`src/rtl/vga_line_fetch_pkg.sv`:
```
// vga_pkg: raster constants, fetch FSM states and line-buffer indexing shared by the line fetcher
package vga_pkg;
    localparam int H_TOTAL        = 800;
    localparam int V_TOTAL        = 525;
    localparam int H_ACTIVE       = 640;
    localparam int V_ACTIVE       = 480;
    localparam int WORDS_PER_LINE = 160;
    localparam int PIX_PER_WORD   = 4;

    typedef enum logic [1:0] {IDLE, REQ, DONE} fetch_state_t;

    function automatic logic [16:0] line_base(input logic [8:0] line);
        return 17'(line) * 17'(WORDS_PER_LINE);
    endfunction

    // Banks are packed back to back, so bank 1 starts right after the 160 words of bank 0.
    function automatic logic [8:0] ram_index(input logic bank, input logic [7:0] word);
        return 9'(word) + (bank ? 9'(WORDS_PER_LINE) : 9'd0);
    endfunction
endpackage

```
`src/rtl/vga_line_fetch_if.sv`:
```
// vga_line_fetch_if: framebuffer read port between the line fetcher and memory
//   mem_req    fetcher -> memory  read request
//   mem_addr   fetcher -> memory  17-bit word address
//   mem_ack    memory -> fetcher  request accepted, mem_rdata valid this cycle
//   mem_rdata  memory -> fetcher  four 3-bit RGB pixels
interface vga_line_fetch_if;
    logic        mem_req;
    logic [16:0] mem_addr;
    logic        mem_ack;
    logic [11:0] mem_rdata;

    modport master (output mem_req, mem_addr, input mem_ack, mem_rdata);
    modport slave  (input mem_req, mem_addr, output mem_ack, mem_rdata);
endinterface

```
`src/rtl/vga_line_fetch_ram.sv`:
```
// vga_line_ram: 320x12 simple dual-port line buffer, one write port and one synchronous read port
//   clk             write and read clock
//   we, wbank, wword, wdata   write enable, bank, word and data
//   rbank, rword    read bank and word
//   rdata           read data, one cycle after the read address
module vga_line_ram
    import vga_pkg::*;
(
    input  logic        clk,
    input  logic        we,
    input  logic        wbank,
    input  logic [7:0]  wword,
    input  logic [11:0] wdata,
    input  logic        rbank,
    input  logic [7:0]  rword,
    output logic [11:0] rdata
);
    logic [11:0] mem [0:2*WORDS_PER_LINE-1];

    always_ff @(posedge clk) begin
        if (we) mem[ram_index(wbank, wword)] <= wdata;
        rdata <= mem[ram_index(rbank, rword)];
    end
endmodule

```
`src/rtl/vga_line_fetch.sv`:
```
// vga_line_fetch: prefetches the next VGA line into a ping-pong line buffer and streams its pixels
//   clk, rst_n      pixel clock, asynchronous active-low reset
//   hcnt, vcnt      raster position from the timing stage
//   mem (master)    framebuffer read port: mem_req/mem_addr out, mem_ack/mem_rdata in
//   r, g, b         pixel colour, one cycle behind hcnt/vcnt
//   underrun        sticky missed-deadline flag, cleared by underrun_clr
// Optional: define VGA_FETCH_UNDERRUN_EN for per-bank valid bits and the underrun flag.
module vga_line_fetch
    import vga_pkg::*;
(
    input  logic             clk,
    input  logic             rst_n,
    input  logic [9:0]       hcnt,
    input  logic [9:0]       vcnt,
    vga_line_fetch_if.master mem,
    output logic             r,
    output logic             g,
    output logic             b,
    output logic             underrun,
    input  logic             underrun_clr
);
    fetch_state_t state;
    logic        bank, trig, line_end, ack, last, active, show, blank;
    logic [8:0]  target;
    logic [7:0]  word, rword;
    logic [1:0]  pix;
    logic [11:0] q;

    assign trig     = hcnt == 10'd0 && (vcnt < 10'(V_ACTIVE - 1) || vcnt == 10'(V_TOTAL));
    assign target   = vcnt == 10'(V_TOTAL) ? 9'd0 : 9'(vcnt + 10'd1);
    assign line_end = hcnt == 10'(H_TOTAL);
    assign ack      = state == REQ && mem.mem_ack;
    assign last     = word == 8'(WORDS_PER_LINE - 1);
    assign active   = hcnt < 10'(H_ACTIVE) && vcnt < 10'(V_ACTIVE);
    // Park the read address off-screen so it never leaves the 160-word bank.
    assign rword    = active ? hcnt[9:2] : 8'd0;

    always_ff @(posedge clk or negedge rst_n) begin
        if (!rst_n) begin
            state        <= IDLE;
            bank         <= 1'b0;
            word         <= 8'd0;
            mem.mem_req  <= 1'b0;
            mem.mem_addr <= 17'd0;
        end else begin
            case (state)
                IDLE: if (trig) begin
                    state        <= REQ;
                    bank         <= target[0];
                    word         <= 8'd0;
                    mem.mem_req  <= 1'b1;
                    mem.mem_addr <= line_base(target);
                end
                // The line deadline beats a pending ack: the fetch is abandoned.
                REQ: if (line_end) begin
                    state       <= IDLE;
                    mem.mem_req <= 1'b0;
                end else if (mem.mem_ack) begin
                    if (last) begin
                        state       <= DONE;
                        mem.mem_req <= 1'b0;
                    end else begin
                        word         <= word + 8'd1;
                        mem.mem_addr <= mem.mem_addr + 17'd1;
                    end
                end
                DONE: if (line_end) state <= IDLE;
                default: state <= IDLE;
            endcase
        end
    end

`ifdef VGA_FETCH_UNDERRUN_EN
    logic [1:0] valid;

    always_ff @(posedge clk or negedge rst_n) begin
        if (!rst_n) begin
            valid    <= 2'b00;
            underrun <= 1'b0;
        end else begin
            if (state == IDLE && trig) valid[target[0]] <= 1'b0;
            if (ack && last && !line_end) valid[bank] <= 1'b1;
            underrun <= (state == REQ && line_end) ? 1'b1 : underrun_clr ? 1'b0 : underrun;
        end
    end

    assign show = valid[vcnt[0]];
`else
    logic unused_clr;

    assign unused_clr = underrun_clr;
    assign show       = 1'b1;
    assign underrun   = 1'b0;
`endif

    vga_line_ram u_ram (
        .clk   (clk),
        .we    (ack),
        .wbank (bank),
        .wword (word),
        .wdata (mem.mem_rdata),
        .rbank (vcnt[0]),
        .rword (rword),
        .rdata (q)
    );

    // The RAM output register is the pixel pipeline stage; pixel select and blanking ride alongside it.
    always_ff @(posedge clk or negedge rst_n) begin
        if (!rst_n) begin
            pix   <= 2'd0;
            blank <= 1'b1;
        end else begin
            pix   <= hcnt[1:0];
            blank <= !(active && show);
        end
    end

    assign {r, g, b} = blank ? 3'b000 : 3'(q >> (4'(pix) * 4'd3));
endmodule

```
`src/flat_wrapper.sv`:
```
// flat-port wrapper written by rule: the top's interface ports become plain ports
module vga_line_fetch_flat import vga_pkg::*;
  (clk, rst_n, hcnt, vcnt, r, g, b, underrun, underrun_clr, mem_mem_req, mem_mem_addr, mem_mem_ack, mem_mem_rdata);
  vga_line_fetch_if mem_i ();
  input  logic clk;
  input  logic rst_n;
  input  logic [9:0] hcnt;
  input  logic [9:0] vcnt;
  output logic r;
  output logic g;
  output logic b;
  output logic underrun;
  input  logic underrun_clr;
  output wire logic [$bits(mem_i.mem_req)-1:0] mem_mem_req;
  output wire logic [$bits(mem_i.mem_addr)-1:0] mem_mem_addr;
  input wire logic [$bits(mem_i.mem_ack)-1:0] mem_mem_ack;
  input wire logic [$bits(mem_i.mem_rdata)-1:0] mem_mem_rdata;
  assign mem_mem_req = mem_i.mem_req;
  assign mem_mem_addr = mem_i.mem_addr;
  assign mem_i.mem_ack = mem_mem_ack;
  assign mem_i.mem_rdata = mem_mem_rdata;
  vga_line_fetch u_core (.clk(clk), .rst_n(rst_n), .hcnt(hcnt), .vcnt(vcnt), .mem(mem_i), .r(r), .g(g), .b(b), .underrun(underrun), .underrun_clr(underrun_clr));
endmodule
```
`config.mk`:
```
export PLATFORM = sky130hd
export DESIGN_NAME = vga_line_fetch_flat
export DESIGN_NICKNAME = d
export VERILOG_FILES = /design/src/rtl/vga_line_fetch_pkg.sv /design/src/rtl/vga_line_fetch_if.sv /design/src/rtl/vga_line_fetch_ram.sv /design/src/rtl/vga_line_fetch.sv /design/src/flat_wrapper.sv
export SDC_FILE = /design/constraint.sdc
export NUM_CORES = 2
export LEC_CHECK = 0
export ABC_AREA = 1
export CORE_AREA = 2 2 687 689
export DETAILED_ROUTE_END_ITERATION = 7
export DIE_AREA = 0 0 689 691
export SLEW_MARGIN = 5
export SYNTH_ARGS = -nofsm -noshare
export SYNTH_HDL_FRONTEND = slang
export SYNTH_SLANG_ARGS = --single-unit
```
`constraint.sdc`:
```
create_clock -name clk -period 3.6 [get_ports clk]
set_input_delay 0.9 -clock clk [delete_from_list [all_inputs] [get_ports clk]]
set_output_delay 0.9 -clock clk [all_outputs]
set_load 0.05 [all_outputs]
```
==> impl_metrics.json <==
{
  "run_status": "finished clean",
  "core_area_um2": 469200,
  "syn_inst": 14580,
  "layout-drive-gt1-share_pct": 11.77,
  "drc_errors": 0,
  "syn_area_per_cell_um2": 11.23,
  "post_drt_wl_per_cell_um": 21.56,
  "cts.clk_slew.worst_paths_ps": 60,
  "relSlewSlack_pct": 27.73,
  "reg2reg_from": "u_core.word[5]",
  "final_cell_mix": "edfxtp_1, nand2_1, nand3_1, inv_1, buf_4",
  "ioPinCount": 58,
  "final_common_cell": "edfxtp_1",
  "min_period_ps": 3554,
  "ys.flop_type": "edfxtp_1",
  "p_leak_nw": 74.25,
  "fp.dieW_um": 689,
  "dr.pass1.iters": 6,
  "gp_congestion": 0.9043,
  "final.setup_skew_ps": 77.24,
  "rr_endpoint": "u_core.u_ram.mem[58][4]",
  "slew_violations": 0,
  "place_area_um2": 180000,
  "tns_ps": 0,
  "h-tree-depth": 5,
  "cts_tree": "built",
  "finalInstanceArea_um2": 192500,
  "arrival_ps": 2650,
  "timing.hold.ws_ps": 126.2,
  "rsz0062_at_grt": "false",
  "cts_buffers": 402,
  "endpoint_kind": "output port",
  "grt_max_degree": 87,
  "grt_usage_pct": 19.25,
  "cts_root_buf": "clkbuf_16",
  "fin_crit_sh_pct": 98.74,
  "antenna_left": 0,
  "cp-start-kind": "flip-flop",
  "place_ws_ps": -985.1,
  "grt_antenna_before_repair": 24,
  "io_buffers": 55,
  "cts_buffer_depth": 4,
  "crit_fanout": 7,
  "vias": 109916,
  "routed_via_density": 5.023,
  "dieArea_um2": 476100,
  "rows": 252,
  "synth_nets": 14640,
  "grt_pass1_wl_mm": 691.5,
  "hold_class": "in2async",
  "yosysWarnings": 0,
  "final-hold-violation-count": 0,
  "power_per_cell_area_nw_per_um2": 514.2,
  "synth_edf_count": 3840,
  "drv_cap": 0,
  "r2r_slack_ps": 390,
  "drt_iter0_markers": 12220,
  "dpl.hpwl_mm": 293.0,
  "overflow": 0,
  "cp.required_ps": 2700,
  "r2r_cells": 9,
  "fin_cells": 21883,
  "fmax_ghz": 0.2813,
  "crit_type": "reg2out",
  "clock-sinks": 3884,
  "final-setup-viol-count": 0,
  "syn_to_final_growth_pct": 17.58,
  "grt_pass1_vias": 103730,
  "netlist_area_um2": 163700,
  "worst_pin_slew_ps": 1084,
  "async_flop_share_pct": 0.8239,
  "start_util_pct": 34.89,
  "synth-seq-cells": 3884,
  "clkLatencyLatePin_ps": 980,
  "setup_ws_ps": 45.53,
  "layout.nets": 15391,
  "peakVddDrop_v": 0.0006023,
  "die_h_um": 691,
  "synthDistinctLibCells": 51,
  "ys_seq_area_share_pct": 71.08,
  "dp.cells": 21147,
  "wl_mm": 471.8
}
-- metal layers --
layer / part of all wire [%] / wire (um) / global-route usage (%) / vias up
met3: 7.6 / 35680 / 2.884 / 689
met4: 3.3 / 15580 / 6.116 / 6
li1: - / - / - / 51368
met5: 0.0053 / 25 / 0 / -
met2: 46 / 218600 / 30.76 / 4176
met1: 43 / 201800 / 26.98 / 53677
-- state kept, by name, indices dropped and copies added (netlist names) --
name and flops:
u_core.bank 1, u_core.blank 1, u_core.mem.mem_addr 17, u_core.mem.mem_req 1, u_core.pix 2, u_core.state 2
u_core.u_ram.mem 3840, u_core.u_ram.rdata 12, u_core.word 8
-- timing repair --
item                       CTS  global route
setup endpoints to repair    0             9
setup buffers                0             4
resized for setup            0             7
hold buffers                 0             0
-- Yosys cell counts (5+ instances only) --
master	instances	share of area [%]
nor3_1	27	0.083
o211ai_1	369	1.7
o21ai_1	9	0.028
nor2_1	779	1.8
nand4_1	5	0.019
a21oi_1	153	0.47
ha_1	23	0.18
xor2_1	14	0.075
or2_2	50	0.19
nor4_1	5	0.019
buf_1	80	0.18
buf_6	7	0.048
edfxtp_1	3840	70
dfrtp_1	31	0.47
clkbuf_1	220	0.50
nand2_1	3720	8.5
o22ai_1	164	0.63
o21ai_0	363	1.1
or2_0	12	0.046
dfxtp_1	12	0.15
buf_2	514	1.6
buf_4	79	0.36
inv_1	1616	3.7
nand3_1	2440	7.5
a31oi_1	5	0.019
-- final cells by class --
type	instances	area, um^2
fillers	43804	276700
flip-flops and latches	3884	116400
multi-input cells	8173	37050
repair buffers	1248	12740
clock buffers	507	10540
well taps	6223	7786
inverters	1622	6127
clock inverters	223	1861
diodes	3	7.507
-- where the power goes --
| part | switching, mW | internal [mW] |
|---|---|---|
| registers | 0.208 | 49.9 |
| clock network | 17.5 | 22.4 |
| logic | 6.26 | 2.69 |
| total | 24.0 | 75.0 |
-- critical path, cell delays in order (launching register included) --
cell	delay [ps]
dfrtp_1	460
inv_1	160
o21ai_0	110
a21oi_1	620
buf_4	320
-- kinds of logic (layout without fill, tap and decap cells) --
group,after synthesis,count (layout),share of synthesized area [%]
AO/OA/AOI/OAI,1075,1075,4.005
flip-flops,3884,3884,71.08
other,1,4,0.002291
adder cells (fa/ha/maj),24,24,0.1880
AND/OR/NAND/NOR,7055,7055,18.23
buffers and inverters,2523,3600,6.394
XOR/XNOR,18,18,0.09631
-- stage by stage --
step / utilization, % / power (mW)
5_1_grt: 41.02 / 101.9
6_report: 41.02 / 98.97
3_5_place_dp: 38.37 / 59.93
2_1_floorplan: - / 55.21
4_1_cts: 41.01 / 99.44
3_3_place_gp: 38.37 / 59.86
-- worst max path at each step --
stage | slack [ps] | end | cells past startpoint | start
floorplan | 230 | u_core.mem.mem_addr[14] | 15 | vcnt[0]
detailed placement | -990 | u_core.u_ram.rdata[9] | 21 | vcnt[9]
global route | 3 | g | 5 | u_core.pix[0]
finish | 50 | b | 4 | u_core.pix[0]
global placement | -960 | u_core.u_ram.rdata[9] | 21 | vcnt[9]
CTS | 20 | g | 4 | u_core.pix[0]
(Power assumes the default switching activity.)
